**config.mk**
```make
export PLATFORM = sky130hd
export DESIGN_NAME = sram_port_arbiter
export DESIGN_NICKNAME = d
export VERILOG_FILES = /design/src/rtl/sram_port_arbiter.sv
export SDC_FILE = /design/constraint.sdc
export NUM_CORES = 1
export LEC_CHECK = 0
export ABC_AREA = 1
export CORE_UTILIZATION = 35
export CTS_BUF_LIST = sky130_fd_sc_hd__clkbuf_16
export DETAILED_ROUTE_END_ITERATION = 7
export PLACE_DENSITY = 0.72
export RECOVER_POWER = 100
export SYNTH_ARGS = -nofsm -noshare
export SYNTH_HDL_FRONTEND = slang
export SYNTH_SLANG_ARGS = --single-unit
```
**constraint.sdc**
```tcl
create_clock -name clk -period 1.15 [get_ports clk]
set_clock_uncertainty 0.05 [all_clocks]
set_input_delay 0.1725 -clock clk [delete_from_list [all_inputs] [get_ports clk]]
set_output_delay 0.1725 -clock clk [all_outputs]
set_load 0.1 [all_outputs]
```
**src/rtl/sram_port_arbiter.sv**
```systemverilog
// Two-requester arbiter sharing one single-port RAM, two-stage pipeline with per-requester read return.
// Define SRAM_ARB_FIXED_PRIO_EN to make r0 always win contention instead of round-robin.
module sram_port_arbiter #(
    parameter int DATA_W = 8,
    parameter int ADDR_W = 3
) (
    input  logic              clk,
    input  logic              rst,
    input  logic              r0_valid,
    input  logic              r0_we,
    input  logic [ADDR_W-1:0] r0_addr,
    input  logic [DATA_W-1:0] r0_din,
    output logic              r0_ready,
    output logic              r0_rvalid,
    output logic [DATA_W-1:0] r0_rdata,
    input  logic              r1_valid,
    input  logic              r1_we,
    input  logic [ADDR_W-1:0] r1_addr,
    input  logic [DATA_W-1:0] r1_din,
    output logic              r1_ready,
    output logic              r1_rvalid,
    output logic [DATA_W-1:0] r1_rdata,
    output logic              ram_en,
    output logic              ram_we,
    output logic [ADDR_W-1:0] ram_addr,
    output logic [DATA_W-1:0] ram_din,
    input  logic [DATA_W-1:0] ram_dout
);

    logic gnt0;
    logic gnt1;
    logic xfer;
    logic s1_read;
    logic s1_owner;

`ifdef SRAM_ARB_FIXED_PRIO_EN
    always_comb begin
        gnt0 = r0_valid;
        gnt1 = r1_valid & ~r0_valid;
    end
`else
    // last_grant=1 means r1 won most recently, so r0 takes the next contention.
    logic last_grant;

    always_comb begin
        gnt0 = r0_valid & (~r1_valid | last_grant);
        gnt1 = r1_valid & ~gnt0;
    end

    always_ff @(posedge clk or posedge rst) begin
        if (rst) begin
            last_grant <= 1'b1;
        end else if (gnt0 | gnt1) begin
            last_grant <= gnt1;
        end
    end
`endif

    assign r0_ready = gnt0 & ~rst;
    assign r1_ready = gnt1 & ~rst;
    assign xfer     = gnt0 | gnt1;

    always_ff @(posedge clk or posedge rst) begin
        if (rst) begin
            ram_en   <= 1'b0;
            ram_we   <= 1'b0;
            ram_addr <= '0;
            ram_din  <= '0;
            s1_read  <= 1'b0;
            s1_owner <= 1'b0;
        end else begin
            ram_en  <= xfer;
            ram_we  <= xfer & (gnt0 ? r0_we : r1_we);
            s1_read <= xfer & ~(gnt0 ? r0_we : r1_we);
            if (xfer) begin
                ram_addr <= gnt0 ? r0_addr : r1_addr;
                ram_din  <= gnt0 ? r0_din : r1_din;
                s1_owner <= gnt1;
            end
        end
    end

    // The owner bit travelling with each read steers the returned data to its requester.
    always_ff @(posedge clk or posedge rst) begin
        if (rst) begin
            r0_rvalid <= 1'b0;
            r1_rvalid <= 1'b0;
            r0_rdata  <= '0;
            r1_rdata  <= '0;
        end else begin
            r0_rvalid <= s1_read & ~s1_owner;
            r1_rvalid <= s1_read & s1_owner;
            if (s1_read & ~s1_owner) r0_rdata <= ram_dout;
            if (s1_read & s1_owner)  r1_rdata <= ram_dout;
        end
    end

endmodule
```
# ---- Yosys cells after proc, flatten, opt, wreduce, memory -nomap -nowiden
# Cells that the tools add are included.
dict set report word_totals {
  ff_bits 34
  latch_bits 0
  ram_bits 0
  mem_bits_ro 0
  in_bits 36
  out_inout_bits 33
  word_cells 29
  n_memories 0
}
dict set report op_classes {
  addsub 0
  multipliers 0
  div_mod_pow 0
  order_cmp 0
  n_eq_ne 0
  shifts 0
  muxes 3
  n_bitwise 15
  reduce_logical 0
}
# op n
set ops {}
lappend ops {{$and 1x1->1} 8}
lappend ops {{$mux 8} 1}
lappend ops {{$not 1->1} 5}
lappend ops {{$mux 3} 1}
lappend ops {{$or 1x1->1} 2}
lappend ops {{$mux 1} 1}

# ---- Longest topological paths before layout
# Gate-level depths: netlist (run 1).
dict set report depth {
  word_depth 7
  ltp_mapped 7
  mapped_depth_nobuf 6
}

# ---- Least setup slack after synthesis (run 1)
# Ideal clock, no wire load.
dict set report synth_path {
  path_kind {flip-flop to output port}
  from {register last_grant}
  to {output r1_ready}
  arrival_time_ps 2547
  path_slack_ps -1620
  stages_incl_launch_ff 4
  path_buffers 0
  path_cell_list {dfstp_2 > inv_1 > a21boi_1 > nor3_1}
}
dict set report synth_via {
  elab_chain_len 5
}
# element line
set synth_rtl {}
lappend synth_rtl {{start, declared} 43} ;# logic last_grant;
lappend synth_rtl {{start signal, assigned} 54} ;# last_grant <= gnt1;
lappend synth_rtl {{$or 1x1->1} 46} ;# gnt0 = r0_valid & (~r1_valid | last_grant);
lappend synth_rtl {{$and 1x1->1} 46}
lappend synth_rtl {{$not 1->1} 47} ;# gnt1 = r1_valid & ~gnt0;
lappend synth_rtl {{$and 1x1->1} 47}
lappend synth_rtl {{$and 1x1->1} 60} ;# assign r1_ready = gnt1 & ~rst;
lappend synth_rtl {{end, declared} 20} ;# output logic r1_ready,
# No other way between the ends.

# ---- Final worst setup path (run 1)
dict set report layout_path {
  from {register last_grant}
  to {output r0_ready}
}
dict set report layout_via {
  elab_chain_len 3
}
# element line
set layout_rtl {}
lappend layout_rtl {{$or 1x1->1} 46}
lappend layout_rtl {{$and 1x1->1} 46}
lappend layout_rtl {{$and 1x1->1} 59} ;# assign r0_ready = gnt0 & ~rst;
lappend layout_rtl {{end, declared} 13} ;# output logic r0_ready,
# No other way between the ends.

==> impl_metrics.toml, run 1 <==
[yosys]
synthCells = 175
ys_ff_latch = 34
syn_nets = 211
synth-warning-count = 0
syn_avg_cell_area_um2 = 8.53
syn_area_um2 = 1490
ys_seq_area_share_pct = 57.1
ys_types = 16

[power_and_ir_drop]
power.density_nw_per_um2 = 2160
power_w = 0.00634
ir_worst_vdd_v = 0.000892
p_leak_nw = 1.39

[floorplan]
std_cell_rows = 23
initial_core_util_pct = 36.8
core_um2 = 4060
die_x_um = 67.3
die-area_um2 = 4530
ios = 69
dieHeight_um = 67.3

[setup_path]
endpoint_kind = "primary output"
startpoint_type = "flip-flop"
arrival_ns = 1.29
max_stage_delay_ns = 0.54
crit_path_cell_trace = "inv_4, nand2_4, nand2_8, nor2_4, buf_12"
required_ns = 0.93
path_max_fanout = 3
path_class = "flip-flop to primary output"
cp_slowest_cell = "dfstp_2"
crit_family = "flip-flops"
rr_worst_depth = 7
path_buf_inv = 2
crit_cells = 5

[clock_tree]
cts.root.buffer_cell = "clkbuf_16"
cts_max_level = 2
cts_tree = "yes"
cts_buffers = 5
cts.sinks = 34
clk_path_buf_depth = 2
clk_pin_slew_ns = 0.05
insertion_delay_ns = 0.27
ctsHoldBuffers = 0

[global_route]
met3_usage_pct = 5.57
overflow = 0
grt_pass1_vias = 1442
grt_max_degree = 23
grt_busiest_layer = "met2"
antenna_found_initial = 0
use_met2_pct = 32.8
grt.total_usage_pct = 18.7
met1_usage_pct = 21.9
grt_pass1_wl_mm = 6.27

[timing]
setup_violations = 15
period_share_pct = 131
tns_ns = -2.50
slew_viol_final = 0
max_freq_mhz = 662
hold_violations = 0
whs_ns = 0.427
rsz0062_at_grt = "true"
relSlewSlack_pct = 77.1
finalCriticalPeriod_ns = 1.51
layout_setup_ws_ns = -0.360
worstMarginPinSlew_ns = 0.344

[finish]
drive_gt1_share_pct = 35.3
fin_nets = 293
multi_input_area_um2 = 584
final_common_cell = "nand2_1"
area.sequential_um2 = 886
nFillCells = 296
n_antenna_cell = 0
most-common-layout-cells = "nand2_1, buf_12, clkdlybuf4s50_1"
area_growth_syn_to_layout_pct = 96.5

[placement]
dp_hpwl_mm = 2.79
port_buffers = 68
place.gp.congestion = 0.741

[status]
outcome = "complete, but fails checks"
violations = "setup timing"

[hold_path]
holdCritPathClass = "input port to asynchronous set/reset pin"

[routing]
wl_per_cell_um = 12.5
vias = 1445
viasPerCell = 4.69
dr.first_iter.drc_count = 88
wl_mm = 3.85
post-route-drc-count = 0
ant_nets = 0
dr.pass1.iters = 4

[flow_run]
cap_viol_max_count = 0
-- metal layers --
metal	vias to the layer above	wire, um
met1	656	1550
li1	716	-
met2	68	1960
met4	0	45
met5	-	0
met3	5	294
-- stage by stage --
| step | worst slack (ns) | util [%] | instance area [um^2] | cells |
|---|---|---|---|---|
| 6_report | -0.360 | 72.3 | 2930 | 308 |
| 5_1_grt | -0.407 | 72.3 | 2930 | 308 |
| 4_1_cts | -0.357 | 71.2 | 2890 | 307 |
| 3_5_place_dp | -0.448 | 67.2 | 2730 | 298 |
| 3_3_place_gp | -0.410 | 67.2 | 2730 | 298 |
| 2_1_floorplan | -0.408 | - | 1560 | 175 |
-- cell families (layout without fill, tap and decap cells) --
logic type	Yosys count	in the layout	synth area share [%]
AOI/OAI and AO/OA	19	19	6.54
buffers and inverters	25	108	7.71
DFF	34	34	57.1
and+or+nand+nor	97	97	28.7
-- power breakdown --
group / total, W / internal (W) / switching, W
Clock: 0.00120 / 0.000776 / 0.000427
Combinational: 0.00339 / 0.00124 / 0.00216
Sequential: 0.00174 / 0.00149 / 0.000258
-- sequential cells by signal, indices dropped and copies added, names as in the netlist, 3 cells and up --
name      cells
r0_rdata      8
r1_rdata      8
ram_addr      3
ram_din       8
-- layout make-up --
type                       count  share of cell area [%]
timing repair buffer          83                    40.8
clock inverter                 3                   0.384
inverter                      17                    2.26
sequential                    34                    30.2
tap                           50                    2.13
clock buffer                   5                    4.27
multi-input combinational    116                    19.9
-- Yosys cell counts (all sizes together) --
master   n  share of area (%)
nand3b  11                5.5
nand3   13                4.4
dfrtp   33                 55
a21oi    1               0.33
nand2   68                 17
clkbuf   1               0.25
a21boi   1               0.50
inv     17                4.3
nor2     4                1.0
buf      7                3.2
nor3     1               0.33
dfstp    1                1.8
o21ai   17                5.7
-- path summary, 6_finish.rpt --
| check | startpoint | to | slack [ns] |
|---|---|---|---|
| worst max-delay path | last_grant | r0_ready | -0.36 |
| max in group asynchronous | rst | ram_din[5] | 0.43 |
| worst max register to register | last_grant | ram_addr[2] | -0.18 |
| worst min register to register | r0_rdata[1] | r0_rdata[1] | 0.49 |
| min in group clk | ram_dout[2] | r1_rdata[2] | 0.43 |
| worst min-delay path | rst | r1_rdata[0] | 0.43 |
-- worst register-to-register path: stages (launching register included) --
cell and delay (ns):
dfstp_2 0.54, inv_4 0.05, nand2_4 0.09, nand2_8 0.06, buf_6 0.14, buf_6 0.13
nand3_1 0.08, nand2_1 0.07
-- repair_timing --
action / in CTS / in global routing
gates cloned: 0 / 1
setup endpoints to repair: 16 / 15
gates resized for setup: 4 / 6
pin swaps: 2 / 1
buffers inserted: 1 / 0
(Power assumes the default switching activity.)
==> inputs of run 2 (changes only) <==
--- a/config.mk
+++ b/config.mk
@@ -6,10 +6,13 @@
 export NUM_CORES = 1
 export LEC_CHECK = 0
 export ABC_AREA = 1
-export CORE_UTILIZATION = 35
+export CELL_PAD_IN_SITES_DETAIL_PLACEMENT = 1
+export CELL_PAD_IN_SITES_GLOBAL_PLACEMENT = 1
+export CORE_MARGIN = 2
+export CORE_UTILIZATION = 26
 export CTS_BUF_LIST = sky130_fd_sc_hd__clkbuf_16
 export DETAILED_ROUTE_END_ITERATION = 7
-export PLACE_DENSITY = 0.72
+export PLACE_DENSITY_LB_ADDON = 0.1
 export RECOVER_POWER = 100
 export SYNTH_ARGS = -nofsm -noshare
 export SYNTH_HDL_FRONTEND = slang
==> impl_metrics.toml, run 2 (synthesized netlist as in run 1, its figures left out) <==
[finish]
area_growth_syn_to_layout_pct = 84.5
final_common_cell = "nand2_1"
final_cells = 332
nFillCells = 657
stdcell_area_um2 = 2750
most-common-layout-cells = "nand2_1, clkdlybuf4s50_1, buf_8, dfrtp_2, o21ai_1"
drive_gt1_share_pct = 35.8
top_regs = "r0_rdata: 8 flops, r1_rdata: 8 flops, ram_din: 8 flops"
n_antenna_cell = 0
fin_nets = 295

[timing]
slew_viol_final = 0
period_share_pct = 132
hold_violations = 0
rsz0062_at_grt = "true"
tns_ns = -2.64
max_freq_mhz = 661
layout_setup_ws_ns = -0.363
worstMarginPinSlew_ns = 0.342
setup_violations = 15
relSlewSlack_pct = 77.2
finalCriticalPeriod_ns = 1.51

[global_route]
grt_pass1_wl_mm = 6.95
grt_max_degree = 22
grt_pass1_vias = 1460
grt.total_usage_pct = 14.3
antenna_found_initial = 0
overflow = 0

[setup_path]
path_max_fanout = 3
endpoint_kind = "primary output"
max_stage_delay_ns = 0.54
crit_top_cell = "nand2_4"
crit_path_cell_trace = "inv_4, nand2_4, nand2_4, nor2_4, buf_12"
path_class = "flip-flop to primary output"
startpoint_type = "flip-flop"
arrival_ns = 1.29
cp_slowest_cell = "dfstp_2"
required_ns = 0.93

[placement]
postPlaceCellArea_um2 = 2770
dp_hpwl_mm = 3.23
dpl.cell_count = 322
place_ws_ns = -0.434
port_buffers = 68
place.gp.congestion = 0.700

[routing]
vias = 1407
viasPerCell = 4.24
wl_mm = 4.16
dr.first_iter.drc_count = 39
post-route-drc-count = 0
ant_nets = 0
dr.pass1.iters = 4
wl_per_cell_um = 12.5

[power_and_ir_drop]
seqPwrFrac_pct = 26.9
combPwrFrac_pct = 48.8
p_sw_w = 0.00286
p_leak_nw = 1.31
ir_worst_vdd_v = 0.000888
clkPwrFrac_pct = 24.3
switching_share_pct = 45.5
power.density_nw_per_um2 = 2280
p_int_w = 0.00343

[status]
outcome = "complete, but fails checks"
violations = "setup timing"

[clock_tree]
cts_tree = "yes"
cts.root.buffer_cell = "clkbuf_16"
ctsHoldBuffers = 0
clk_pin_slew_ns = 0.06
insertion_delay_ns = 0.28
cts_buffers = 5
cts_max_level = 2
clk_path_buf_depth = 2
cts.sinks = 34

[floorplan]
dieHeight_um = 79.8
die_x_um = 79.8
std_cell_rows = 27
core_um2 = 5540
die-area_um2 = 6360
ios = 69
initial_core_util_pct = 26.9

[flow_run]
cap_viol_max_count = 0

[hold_path]
holdCritPathClass = "input port to flip-flop"
==> run 2: cell types whose count changed in the layout (fill, tap and decap cells not counted), sizes merged <==
cell and delta:
buf -1, clkbuf +3, inv -2, bufinv +1
clkinv -1, clkinvlp +2
==> run 2: power by group through the flow <==
stage | clock network (W) | logic (W) | registers [W]
after detailed placement | 0 | 0.00338 | 0.00175
after global placement | 0 | 0.00336 | 0.00175
final | 0.00153 | 0.00307 | 0.00169
after global routing | 0.00162 | 0.00319 | 0.00173
after CTS | 0.00157 | 0.00341 | 0.00174
after floorplan | 0 | 0.000400 | 0.00329
==> run 2: worst paths after layout <==
path                             startpoint  slack (ns)          end  cells past startpoint
worst max-delay path             last_grant       -0.36     r0_ready                      5
max in group asynchronous               rst        0.24  r0_rdata[1]                      4
worst min register to register  r1_rdata[3]        0.47  r1_rdata[3]                      2
min in group asynchronous               rst        0.46   last_grant                      3
worst max register to register   last_grant       -0.20      s1_read                      8
worst min-delay path            ram_dout[2]        0.41  r0_rdata[2]                      3
==> run 2: per-layer routing <==
metal  global-route usage [%]  share of wire [%]  up-vias  routed length, um
li1                         -                  -      716                  -
met3                     3.73                7.0        7                289
met2                     25.0                 49       51               2050
met1                     16.0                 41      633               1720
met5                        0                  0        -                  0
met4                     7.12                2.2        0                 93
==> run 2: repair_timing <==
item,CTS,global route
buffers inserted,2,0
setup endpoints to repair,17,16
cloned,1,0
gates resized for setup,5,1
pin swaps,2,0
==> run 2: cell type report <==
class                      instances  area, um^2  share of cell area (%)
tap                               72        90.1                    3.27
multi-input combinational        116         566                    20.5
clock inverter                     3        45.0                    1.64
sequential                        34         886                    32.2
clock buffer                       5         125                    4.54
timing repair buffer              85         976                    35.4
inverter                          17        66.3                    2.41
==> run 2: worst max-delay path, delay by kind of cell, from the launching register on <==
| family | cells | cell delay (ns) |
|---|---|---|
| simple gates | 3 | 0.24 |
| buf+inv | 2 | 0.23 |
| flops | 1 | 0.54 |
==> run 2: stage by stage <==
stage	util [%]	total power, W	hold slack, ns
after floorplan	-	0.00369	0.261
after detailed placement	50.0	0.00514	0.474
after global placement	50.0	0.00511	0.470
after CTS	53.5	0.00671	0.407
after global routing	49.7	0.00654	0.419
final	49.7	0.00629	0.414
